<file path="src/rtl/timer_irq_ctrl_pkg.sv">
// Shared definitions for the timer interrupt controller: register offsets,
// controller state encoding and the claim-word layout.
package timer_irq_pkg;

  localparam logic [4:0] REG_PENDING  = 5'h00;
  localparam logic [4:0] REG_ENABLE   = 5'h04;
  localparam logic [4:0] REG_CLEAR    = 5'h08;
  localparam logic [4:0] REG_CLAIM    = 5'h0C;
  localparam logic [4:0] REG_COMPLETE = 5'h10;
  localparam logic [4:0] REG_STATUS   = 5'h14;

  typedef enum logic {
    IDLE    = 1'b0,
    SERVICE = 1'b1
  } state_t;

  localparam int CLAIM_VALID_BIT = 31;

endpackage

</file>
<file path="src/rtl/timer_irq_ctrl_rr_arbiter.sv">
// Combinational round-robin picker: grants the first requester found searching
// upward from ptr+1, wrapping modulo N.
module rr_arbiter #(
  parameter int N = 4,
  parameter int W = (N > 1) ? $clog2(N) : 1
) (
  input  logic [N-1:0] req,
  input  logic [W-1:0] ptr,
  output logic         gnt_valid,
  output logic [W-1:0] gnt_id
);

  logic [W-1:0] idx;

  // Walk offsets from farthest to nearest so the nearest hit is written last.
  always_comb begin
    gnt_valid = 1'b0;
    gnt_id    = '0;
    idx       = '0;
    for (int off = N; off >= 1; off--) begin
      idx = W'((int'(ptr) + off) % N);
      if (req[idx]) begin
        gnt_valid = 1'b1;
        gnt_id    = idx;
      end
    end
  end

endmodule

</file>
<file path="src/rtl/timer_irq_ctrl.sv">
// APB interrupt aggregator for the timer block: edge-detected pending bits,
// per-source enables, round-robin winner and a claim/complete service handshake.
module timer_irq_ctrl
  import timer_irq_pkg::*;
#(
  parameter int APB_ADDR_WIDTH = 12,
  parameter int NUM_SRC        = 4,
  parameter int ID_W           = $clog2(NUM_SRC)
) (
  input  logic                      HCLK,
  input  logic                      HRESETn,
  input  logic [APB_ADDR_WIDTH-1:0] PADDR,
  input  logic [31:0]               PWDATA,
  input  logic                      PWRITE,
  input  logic                      PSEL,
  input  logic                      PENABLE,
  output logic [31:0]               PRDATA,
  output logic                      PREADY,
  output logic                      PSLVERR,
  input  logic [NUM_SRC-1:0]        irq_src_i,
  output logic                      irq_o,
  output logic [ID_W-1:0]           irq_id_o
);

  logic               access, rd_en, wr_en, hi_zero, addr_ok;
  logic               sel_pending, sel_enable, sel_clear, sel_claim, sel_complete, sel_status;
  logic [NUM_SRC-1:0] src_q, pending_reg, pending_next, enable_reg, eligible;
  logic [NUM_SRC-1:0] rise, clear_mask, claim_mask;
  state_t             state_reg, state_next;
  logic [ID_W-1:0]    inserv_reg, rr_ptr_reg, irq_id_reg;
  logic               irq_reg;
  logic               gnt_valid;
  logic [ID_W-1:0]    gnt_id;
  logic               claim_fire, complete_fire;
  logic [31:0]        rdata;
  logic               unused_wdata;

  assign access  = PSEL && PENABLE;
  assign rd_en   = access && !PWRITE;
  assign wr_en   = access && PWRITE;
  assign hi_zero = (PADDR[APB_ADDR_WIDTH-1:5] == '0);

  assign sel_pending  = hi_zero && (PADDR[4:0] == REG_PENDING);
  assign sel_enable   = hi_zero && (PADDR[4:0] == REG_ENABLE);
  assign sel_clear    = hi_zero && (PADDR[4:0] == REG_CLEAR);
  assign sel_claim    = hi_zero && (PADDR[4:0] == REG_CLAIM);
  assign sel_complete = hi_zero && (PADDR[4:0] == REG_COMPLETE);
  assign sel_status   = hi_zero && (PADDR[4:0] == REG_STATUS);
  assign addr_ok      = sel_pending | sel_enable | sel_clear | sel_claim | sel_complete | sel_status;

  // Upper write-data bits have no register behind them.
  assign unused_wdata = &{1'b0, PWDATA};

  assign eligible      = pending_reg & enable_reg;
  assign rise          = irq_src_i & ~src_q;
  assign clear_mask    = (wr_en && sel_clear) ? PWDATA[NUM_SRC-1:0] : '0;
  assign claim_fire    = rd_en && sel_claim && (state_reg == IDLE) && gnt_valid;
  assign complete_fire = wr_en && sel_complete && (state_reg == SERVICE) &&
                         (PWDATA[ID_W-1:0] == inserv_reg);

  rr_arbiter #(
    .N (NUM_SRC),
    .W (ID_W)
  ) u_arb (
    .req       (eligible),
    .ptr       (rr_ptr_reg),
    .gnt_valid (gnt_valid),
    .gnt_id    (gnt_id)
  );

  // A fresh rising edge always beats a clear or claim in the same cycle.
  genvar gi;
  generate
    for (gi = 0; gi < NUM_SRC; gi++) begin : g_pend
      assign claim_mask[gi]   = claim_fire && (gnt_id == ID_W'(gi));
      assign pending_next[gi] = rise[gi] |
                                (pending_reg[gi] & ~clear_mask[gi] & ~claim_mask[gi]);
    end
  endgenerate

  always_comb begin
    state_next = state_reg;
    case (state_reg)
      IDLE:    if (claim_fire)    state_next = SERVICE;
      SERVICE: if (complete_fire) state_next = IDLE;
      default: state_next = IDLE;
    endcase
  end

  always_ff @(posedge HCLK) begin
    if (!HRESETn) state_reg <= IDLE;
    else          state_reg <= state_next;
  end

  always_ff @(posedge HCLK) begin
    if (!HRESETn) begin
      src_q       <= '0;
      pending_reg <= '0;
      enable_reg  <= '0;
      inserv_reg  <= '0;
      rr_ptr_reg  <= '0;
      irq_reg     <= 1'b0;
      irq_id_reg  <= '0;
    end else begin
      src_q       <= irq_src_i;
      pending_reg <= pending_next;
      if (wr_en && sel_enable) enable_reg <= PWDATA[NUM_SRC-1:0];
      if (claim_fire) begin
        inserv_reg <= gnt_id;
        rr_ptr_reg <= gnt_id;
      end else if (complete_fire) begin
        inserv_reg <= '0;
      end
      irq_reg    <= (state_reg == IDLE) && gnt_valid;
      irq_id_reg <= gnt_valid ? gnt_id : '0;
    end
  end

  always_comb begin
    rdata = '0;
    if (sel_pending) rdata = 32'(pending_reg);
    if (sel_enable)  rdata = 32'(enable_reg);
    if (sel_claim && (state_reg == IDLE) && gnt_valid) begin
      rdata                  = 32'(gnt_id);
      rdata[CLAIM_VALID_BIT] = 1'b1;
    end
    if (sel_status) begin
      rdata[31]       = (state_reg == SERVICE);
      rdata[ID_W-1:0] = inserv_reg;
    end
  end

  assign PRDATA   = rd_en ? rdata : '0;
  assign PSLVERR  = access && !addr_ok;
  assign PREADY   = 1'b1;
  assign irq_o    = irq_reg;
  assign irq_id_o = irq_id_reg;

endmodule
</file>
<file path="config.mk">
export PLATFORM = sky130hd
export DESIGN_NAME = timer_irq_ctrl
export DESIGN_NICKNAME = d
export VERILOG_FILES = /design/src/rtl/timer_irq_ctrl_pkg.sv /design/src/rtl/timer_irq_ctrl_rr_arbiter.sv /design/src/rtl/timer_irq_ctrl.sv
export SDC_FILE = /design/constraint.sdc
export NUM_CORES = 1
export LEC_CHECK = 0
export CORE_MARGIN = 2
export CORE_UTILIZATION = 39
export CTS_CLUSTER_DIAMETER = 50
export CTS_CLUSTER_SIZE = 40
export DETAILED_ROUTE_END_ITERATION = 10
export HOLD_SLACK_MARGIN = 0.03
export PLACE_DENSITY = 0.94
export SETUP_SLACK_MARGIN = 0.3
export SYNTH_ARGS = -nofsm -noshare
export SYNTH_HDL_FRONTEND = slang
export SYNTH_SLANG_ARGS = --single-unit
</file>
<file path="constraint.sdc">
create_clock -name HCLK -period 5 [get_ports HCLK]
set_input_delay 1.25 -clock HCLK [delete_from_list [all_inputs] [get_ports HCLK]]
set_output_delay 1.25 -clock HCLK [all_outputs]
set_load 0.01 [all_outputs]
</file>
=== Word level (Yosys, flattened, before mapping) ===
Cells that the tools add are included.

* Reduce and logical (&&, ||, !) cells: 32
* Muxes and demuxes: 28
* Equal/unequal tests: 9
* Magnitude comparators: 4
* Bitwise logic cells: 29
* Add/sub/neg operators: 4

{| class="wikitable"
|+ Operators by type and width
! operator !! number
|-
| $mux 32 || 3
|-
| $logic_and 1x1->1 || 25
|-
| $mux 2 || 7
|-
| $lt 2x3->1 const B || 4
|-
| $mux 1 || 11
|-
| $eq 5x4->1 const B || 2
|-
| $eq 5x5->1 const B || 2
|-
| $not 1->1 || 9
|-
| $or 1x1->1 || 9
|-
| $and 1x1->1 || 8
|-
| $and 4x4->4 || 2
|-
| $bmux 1 s2 || 4
|-
| $mux 4 || 2
|-
| $logic_not 7->1 || 1
|-
| $eq 5x3->1 const B || 1
|-
| $logic_not 5->1 || 1
|-
| $add 2x1->2 const B || 2
|-
| $add 2x2->2 const B || 2
|-
| $eq 2x2->1 const B || 2
|-
| $not 4->4 || 1
|-
| $eq 2x1->1 const B || 1
|-
| $eq 2x2->1 || 1
|-
| $logic_not 1->1 || 2
|-
| $logic_not 2->1 || 1
|-
| other kinds (3) || 3
|}

* Register bits after elaboration: 20
* Word-level logic and storage cells: 114
* Bits of input ports: 53
* Output and inout port bits: 37

=== Logic depth before layout (Yosys ltp) ===
Gate-level depths: netlist of the first run.

* Depth after elaboration: 12
* Depth in mapped cells: 5
* Mapped depth without buffers: 5

=== Hierarchy ===
A second synthesis of the first run with hierarchy kept.

* Cells, all modules: 169
* Area total of the unflattened synthesis: 1,356.3 um^2

{| class="wikitable"
|+ By module, submodules not included
! module !! area each (um^2) !! cells an instance !! sequential area each (um^2) !! times used
|-
| timer_irq_ctrl || 1,265.0 || 155 || 400.4 || 1
|-
| rr_arbiter || 91.3 || 14 || 0.0 || 1
|}

=== Worst setup path before layout of the first run ===
OpenSTA, ideal clock, no wires.

* Path kind: input-to-output
* Start: input port PADDR[7]
* End: output port PRDATA[2]
* Setup slack: 1,314 ps
* Buffers on the path: 0
* Required time: 3,750 ps
* Stages on the path: 4
* Arrival time: 2,436 ps
* Cells stage by stage: nor4_4 nand3_2 or4_2 nor2_1

* Word-level cells in the longest chain between the ends: 6
* Elaborated cells on any way between the ends: 10
* Classes of those cells: mux (4); reduce/logical (6)

{| class="wikitable"
|+ Ends and longest elaborated chain
! element !! line !! source
|-
| start: declaration || timer_irq_ctrl.sv:12 || <nowiki>input logic [APB_ADDR_WIDTH-1:0] PADDR,</nowiki>
|-
| $logic_not 7->1 * || timer_irq_ctrl.sv:41 || <nowiki>assign hi_zero = (PADDR[APB_ADDR_WIDTH-1:5] == '0);</nowiki>
|-
| $logic_and 1x1->1, on equally long branches || timer_irq_ctrl.sv:43, timer_irq_ctrl.sv:46 ||
|-
| $mux 4 or $logic_and 1x1->1 (tied branches) || timer_irq_ctrl.sv:121, timer_irq_ctrl.sv:123 ||
|-
| $mux 32 or $logic_and 1x1->1 (tied branches) || timer_irq_ctrl.sv:122, timer_irq_ctrl.sv:123 ||
|-
| $mux 32 * || timer_irq_ctrl.sv:123 || <nowiki>if (sel_claim && (state_reg == IDLE) && gnt_valid) begin</nowiki>
|-
| $mux 32 * || timer_irq_ctrl.sv:133 || <nowiki>assign PRDATA = rd_en ? rdata : '0;</nowiki>
|-
| end: declaration || timer_irq_ctrl.sv:17 || <nowiki>output logic [31:0] PRDATA,</nowiki>
|}

Mark *: on every way between the ends. The rest lies on a longest branch, timed or not.

=== Worst setup path in the final report of the first run ===
* Start: input port PADDR[11]
* End: output port PRDATA[0]

* Word-level cells in the longest chain between the ends: 7
* Elaborated cells on any way between the ends: 12
* Classes of those cells: mux (5); reduce/logical (7)

{| class="wikitable"
|+ Ends and longest elaborated chain
! element !! line !! source
|-
| $logic_not 7->1 * || timer_irq_ctrl.sv:41 ||
|-
| $logic_and 1x1->1, on equally long branches || timer_irq_ctrl.sv:43, timer_irq_ctrl.sv:46 ||
|-
| $mux 4 or $logic_and 1x1->1 (tied branches) || timer_irq_ctrl.sv:121, timer_irq_ctrl.sv:123 ||
|-
| $mux 32 or $logic_and 1x1->1 (tied branches) || timer_irq_ctrl.sv:122, timer_irq_ctrl.sv:123 ||
|-
| $mux 32 || timer_irq_ctrl.sv:123 ||
|-
| $mux 2 * || timer_irq_ctrl.sv:127 || <nowiki>if (sel_status) begin</nowiki>
|-
| $mux 32 * || timer_irq_ctrl.sv:133 ||
|}

Marks and branches as above.

==> flow_metrics.py, run 1 <==
metrics = {
    "worst_setup_path": {
        "crit_top_cell": "clkdlybuf4s50_1",
        "cp.arrival_ps": 3340,
        "worst-endpoint-required_ps": 3750,
        "delay_of_the_slowest_cell_on_the_worst_path_ps": 560,
        "worst_path_max_delay_cell": "clkdlybuf4s50_1",
        "path_cells": "clkdlybuf4s50_1 > nor4_4 > nand3_2 > nor3b_2 > o21ai_0 > a21oi_1 > clkdlybuf4s50_1",
        "path_max_fanout": 3,
        "setup_crit_end_kind": "primary output",
        "startpoint_type": "input port",
        "critical_path_class": "input port to primary output",
    },
    "synth": {
        "dominantRegCellSynth": "dfxtp_1",
        "synth_top_family_by_area": "simple AND/OR/NAND/NOR gates",
        "synthCells": 162,
        "yosys.area.top_type_share_pct": 29.44,
        "mappedNetlistArea_um2": 1360,
        "synth_edf_count": 0,
        "synth.top_cells.by_area": "dfxtp_1 29%, buf_4 16%, mux2i_1 4.4%, nor2_1 4.1%, nand2_1 3.9%",
        "synth_simple_gate_area_share_pct": 26.03,
        "synth_most_common_cell": "buf_4",
        "synth.area.mux_share_pct": 6.072,
        "synth_xor_area_share_pct": 1.288,
        "asyncSetResetFlopFracSynth_pct": 0,
        "register_bit_total_from_synthesis": 20,
        "postSynthAreaPerCell_um2": 8.395,
        "synth_top_cell_by_area": "dfxtp_1",
        "synth_compound_gate_area_share_pct": 17.30,
        "synth.lib_cells_used.distinct": 42,
        "yosysWarnings": 0,
        "adder_cell_share_of_the_synthesized_area_pct": 0,
        "synth.yosys.seq_area_share_pct": 29.44,
        "ys_top_cells_by_count": "29 x buf_4, 20 x dfxtp_1, 15 x nor2_1, 14 x nand2_1, 9 x a21oi_1",
    },
    "power": {
        "power_leakage_nw": 0.6872,
        "ir_drop_v": 0.0001005,
        "powerDensity_nw_per_um2": 189.1,
    },
    "placed_design": {
        "port_buffers": 33,
        "globalplace.congestion": 0.9652,
        "dp.final_hpwl_um": 2272,
        "detailed_place.area_um2": 1613,
        "dp.cells": 237,
    },
    "timing": {
        "pins_over_their_slew_limit": 0,
        "setup_viol_count_final": 0,
        "clock-skew-final_ps": 0.9670,
        "timing.final.crit_period_ps": 4591,
        "timing_worst_slew_pin_value_ps": 531.7,
        "fmax_ghz": 0.2178,
        "max-slew-margin-rel_pct": 64.48,
        "setup_tns_ps": 0,
        "post-route-period-util_pct": 91.83,
        "rsz0062_at_grt": "true",
        "number_of_hold_violations_in_the_final_report": 0,
    },
    "drt": {
        "remaining_drc_errors": 0,
        "finalWirelength_um": 2962,
        "dr.pass1.iters": 4,
        "detail_route.wl_per_cell_um": 12.29,
        "detailroute.via_count": 1192,
        "ant_nets": 0,
        "route.detailed.vias_per_inst": 4.946,
        "drt_iter0_drc": 77,
    },
    "clock_network": {
        "cts_buffers": 3,
        "cts_tree": "yes",
        "ctsLongestPathBuffers": 2,
        "worst_setup_hold_path_clk_slew_ps": 110,
        "postCtsHoldBufs": 0,
        "worst_skew_pair.late_latency_ps": 300,
        "clock-sinks": 20,
        "clock-root-buffer": "clkbuf_4",
        "ctsHtreeMaxLevel": 1,
        "number_of_gates_resized_after_cts": 0,
        "post_cts.repair.setup_buffers": 0,
    },
    "status": {
        "status": "finished, final reports clean",
    },
    "floorplan": {
        "design.core.area_um2": 3337,
        "fp.dieArea_um2": 3976,
        "effective_utilization_at_floorplan_pct": 40.76,
        "die_height_um": 63.06,
        "num_rows": 21,
        "floorplan.die.width_um": 63.06,
        "top_level_ports": 90,
    },
    "global_routing": {
        "groute.layer.met3.usage_pct": 3.750,
        "gr-total-overflow": 0,
        "groute.usage.overall_pct": 14.50,
        "gr-usage-met2_pct": 22.87,
        "global_route.peak_usage_layer": "met2",
        "pin_count_of_the_biggest_net_entering_global_routing": 12,
        "vias_in_the_first_global_route": 1042,
        "grt_pass1_wl_um": 4685,
        "initial_antenna_violation_count": 0,
        "met1_usage_pct": 19.01,
    },
    "final_layout": {
        "drive_above_1_share_pct": 8.205,
        "final-instance-count-excl-fill": 241,
        "layout-area-overhead-vs-synth_pct": 21.99,
        "n_antenna_cell": 0,
        "fin_nets": 249,
        "postLayoutCellArea_um2": 1659,
        "layout.filler_cells": 337,
        "final_util_pct": 49.72,
    },
    "worst_hold_path": {
        "holdCritPathClass": "register to register",
    },
    "job": {
        "max-cap-violations": 0,
    },
}
==> layout make-up <==
| class | instances | area [um2] | share of cell area, % |
|---|---|---|---|
| well taps | 46 | 57.56 | 3.469 |
| repair buffers | 34 | 342.8 | 20.66 |
| flip-flops and latches | 20 | 400.4 | 24.13 |
| multi-input cells | 131 | 799.5 | 48.19 |
| clock buffers | 4 | 36.28 | 2.187 |
| inverters | 6 | 22.52 | 1.357 |
==> power breakdown <==
part | internal, mW | switching (mW) | total (mW)
clock network | 0.0445 | 0.0481 | 0.0926
registers | 0.164 | 0.00443 | 0.169
logic | 0.0257 | 0.0269 | 0.0526
==> critical path: cells and delay by family <==
kind	cells	cell delay [ps]
compound gates	2	310
buf+inv	2	1000
simple gates	3	780
==> path summary, 6_finish.rpt <==
kind | startpoint | end | slack (ps) | depth (start not counted)
max reg2reg | pending_reg[0]$_SDFF_PN0_ | pending_reg[3]$_SDFF_PN0_ | 3240 | 5
min reg2reg | src_q[2]$_SDFF_PN0_ | pending_reg[2]$_SDFF_PN0_ | 430 | 1
min | src_q[2]$_SDFF_PN0_ | pending_reg[2]$_SDFF_PN0_ | 430 | 1
max | PADDR[11] | PRDATA[0] | 410 | 7
==> metal layers <==
metal	vias to the layer above	wire [um]
met5	-	0
met4	0	49
met3	7	290
met2	67	1301
met1	533	1320
li1	585	-
==> cells in the final DEF (no fill, tap or decap), types with 2 or more instances in the layout <==
master	netlist	routed
dfxtp_1	20	20
mux2_2	2	2
mux2i_1	6	6
dlymetal6s2s_1	0	2
and3_1	2	2
nor4_4	2	2
nand3b_1	2	2
o21bai_1	2	2
conb_1	2	28
a22o_1	4	4
clkdlybuf4s50_1	0	31
a22oi_1	3	3
nand3_1	5	5
a21oi_1	9	9
a21o_1	2	2
o21ai_0	3	3
and2_1	5	5
inv_1	5	5
nor3_1	4	4
o22ai_1	3	3
clkbuf_4	0	3
nand3_2	2	2
nand2_1	14	14
nor2_1	15	15
==> cells by family after synthesis <==
family | count (synthesis)
DFF | 20
and+or+nand+nor | 60
AOI/OAI and AO/OA | 33
xor gates and xnor gates | 2
muxes | 8
other | 2
buffers and inverters | 37
==> through the flow <==
step | hold WS, ps | power, mW | setup slack [ps]
3_5_place_dp | 417.2 | 0.2238 | 313.7
4_1_cts | 433.6 | 0.3168 | 309.6
6_report | 429.2 | 0.3137 | 408.6
3_3_place_gp | 408.5 | 0.2229 | 332.4
5_1_grt | 455.0 | 0.3295 | 251.8
2_1_floorplan | 407.7 | 0.2149 | 1314
No activity file was read; power rests on OpenSTA's default activity.
==> inputs of run 2 (changes only) <==
--- a/config.mk
+++ b/config.mk
@@ -5,6 +5,7 @@
 export SDC_FILE = /design/constraint.sdc
 export NUM_CORES = 1
 export LEC_CHECK = 0
+export CAP_MARGIN = 20
 export CORE_MARGIN = 2
 export CORE_UTILIZATION = 39
 export CTS_CLUSTER_DIAMETER = 50
==> results of run 2 <==
Same layout as run 1: the final DEF is identical, and so are final timing and power.
==> inputs of run 3 (changes only) <==
--- a/config.mk
+++ b/config.mk
@@ -6,7 +6,6 @@
 export NUM_CORES = 1
 export LEC_CHECK = 0
 export CAP_MARGIN = 20
-export CORE_MARGIN = 2
 export CORE_UTILIZATION = 39
 export CTS_CLUSTER_DIAMETER = 50
 export CTS_CLUSTER_SIZE = 40
==> flow_metrics.py, run 3 (synthesis results as in run 1) <==
metrics = {
    "worst_setup_path": {
        "worst-endpoint-required_ps": 3750,
        "crit_top_cell": "clkdlybuf4s50_1",
        "category_of_cells_accounting_for_the_largest_share_of_critical_path_delay": "buffers and inverters",
        "timing.reg2reg.setup_slack_ps": 3270,
        "path_cells": "clkdlybuf4s50_1 > nor4_4 > buf_4 > and4b_2 > o221ai_1 > a21oi_1 > clkdlybuf4s50_1",
        "critPathBufInv": 3,
        "critical_path_class": "input port to primary output",
        "path_max_fanout": 5,
        "setup_crit_end_kind": "primary output",
        "cp.arrival_ps": 3310,
        "worst_path_max_delay_cell": "clkdlybuf4s50_1",
        "startpoint_type": "input port",
        "delay_of_the_slowest_cell_on_the_worst_path_ps": 550,
    },
    "clock_network": {
        "ctsLongestPathBuffers": 2,
        "cts_tree": "yes",
        "clock-sinks": 20,
        "ctsHtreeMaxLevel": 1,
        "worst_skew_pair.late_latency_ps": 310,
        "worst_setup_hold_path_clk_slew_ps": 110,
        "cts_buffers": 3,
        "clock-root-buffer": "clkbuf_4",
    },
    "final_layout": {
        "layout.filler_cells": 342,
        "most_common_cell_after_layout_fill_and_taps_aside": "clkdlybuf4s50_1",
        "drive_above_1_share_pct": 10.55,
        "n_antenna_cell": 0,
        "layout-area-overhead-vs-synth_pct": 24.56,
        "fin_nets": 253,
        "final_cell_mix": "31 x clkdlybuf4s50_1, 28 x conb_1, 20 x dfxtp_1, 15 x nor2_1, 14 x nand2_1",
        "final_util_pct": 50.77,
    },
    "timing": {
        "setup_tns_ps": 0,
        "pins_over_their_slew_limit": 0,
        "post-route-period-util_pct": 91.16,
        "setup_viol_count_final": 0,
        "clock-skew-final_ps": 6.039,
        "timing.final.crit_period_ps": 4558,
        "rsz0062_at_grt": "false",
        "fmax_ghz": 0.2194,
        "max-slew-margin-rel_pct": 64.47,
        "number_of_hold_violations_in_the_final_report": 0,
        "timing_worst_slew_pin_value_ps": 531.8,
    },
    "global_routing": {
        "initial_antenna_violation_count": 0,
        "pin_count_of_the_biggest_net_entering_global_routing": 12,
        "groute.usage.overall_pct": 17.50,
        "vias_in_the_first_global_route": 1167,
        "gr-total-overflow": 0,
        "grt_pass1_wl_um": 4809,
    },
    "placed_design": {
        "dp.final_hpwl_um": 2301,
        "port_buffers": 33,
        "globalplace.congestion": 1.029,
    },
    "drt": {
        "route.detailed.vias_per_inst": 4.971,
        "dr.pass1.iters": 4,
        "remaining_drc_errors": 0,
        "finalWirelength_um": 3005,
        "drt_iter0_drc": 42,
        "ant_nets": 0,
        "detailroute.via_count": 1218,
        "detail_route.wl_per_cell_um": 12.27,
    },
    "power": {
        "ir_drop_v": 0.00009221,
        "switching_power_mw": 0.08139,
        "power.clock.fraction_pct": 29.7,
        "power_frac_seq_pct": 53.2,
        "switching_share_pct": 25.70,
        "cellInternalPower_mw": 0.2352,
        "pwr-share-comb_pct": 17.1,
        "powerDensity_nw_per_um2": 186.9,
        "power_leakage_nw": 0.7067,
    },
    "floorplan": {
        "design.core.area_um2": 3337,
        "fp.dieArea_um2": 3728,
        "floorplan.die.width_um": 61.06,
        "top_level_ports": 90,
        "die_height_um": 61.06,
        "effective_utilization_at_floorplan_pct": 40.76,
        "num_rows": 21,
    },
    "job": {
        "max-cap-violations": 0,
    },
    "worst_hold_path": {
        "holdCritPathClass": "register to register",
    },
    "status": {
        "status": "finished, final reports clean",
    },
}
-- run 3: cell types whose count changed in the layout (fill, tap and decap cells not counted), sizes merged --
cell  before  now
buf        1    5
-- run 3: worst paths after layout --
| kind | from | to | depth (start not counted) |
|---|---|---|---|
| setup / recovery | PADDR[7] | PRDATA[0] | 7 |
| setup reg to reg | state_reg$_SDFF_PN0_ | pending_reg[3]$_SDFF_PN0_ | 5 |
| hold reg to reg | src_q[0]$_SDFF_PN0_ | pending_reg[0]$_SDFF_PN0_ | 1 |
| hold / removal | src_q[0]$_SDFF_PN0_ | pending_reg[0]$_SDFF_PN0_ | 1 |
-- run 3: timing repair --
action                     CTS  global route
buffers inserted             2             1
hold buffers                 0             0
pin swaps                    2             2
gates resized for setup      1             3
setup endpoints to repair    3             3
-- run 3: cell type report --
| class | instances | area [um2] | area share (%) |
|---|---|---|---|
| tap | 46 | 57.56 | 3.397 |
| inverter | 6 | 22.52 | 1.329 |
| sequential | 20 | 400.4 | 23.63 |
| multi-input combinational | 131 | 804.5 | 47.49 |
| timing repair buffer | 38 | 372.9 | 22.01 |
| clock buffer | 4 | 36.28 | 2.142 |
-- run 3: power by group through the flow --
stage | clock network [mW] | registers (mW) | logic (mW)
2_1_floorplan | 0 | 0.171 | 0.0441
3_3_place_gp | 0 | 0.172 | 0.0517
3_5_place_dp | 0 | 0.172 | 0.0531
4_1_cts | 0.0962 | 0.168 | 0.0537
5_1_grt | 0.103 | 0.169 | 0.0601
6_report | 0.0940 | 0.169 | 0.0541
-- run 3: stage by stage --
step | power (mW) | area [um2] | cells | hold WS (ps) | setup WS, ps
2_1_floorplan | 0.2149 | 1458 | 188 | 407.7 | 1314
3_3_place_gp | 0.2235 | 1620 | 238 | 408.8 | 316.6
3_5_place_dp | 0.2252 | 1620 | 238 | 420.2 | 245.8
4_1_cts | 0.3183 | 1677 | 244 | 436.4 | 310.7
5_1_grt | 0.3326 | 1694 | 245 | 462.5 | 303.3
6_report | 0.3166 | 1694 | 245 | 438.4 | 442.2
-- run 3: worst register-to-register path, delay by kind of cell, from the launching register on --
kind | cells | cell delay (ps)
DFF | 1 | 360
and+or+nand+nor | 2 | 440
AOI/OAI and AO/OA | 3 | 840
-- run 3: metal layers --
| metal | up-vias | global-route usage, % | wire [um] |
|---|---|---|---|
| met5 | - | 0 | 0 |
| met4 | 0 | 8.442 | 54 |
| met3 | 7 | 3.782 | 220 |
| met2 | 56 | 29.81 | 1403 |
| met1 | 562 | 20.88 | 1327 |
| li1 | 593 | - | - |
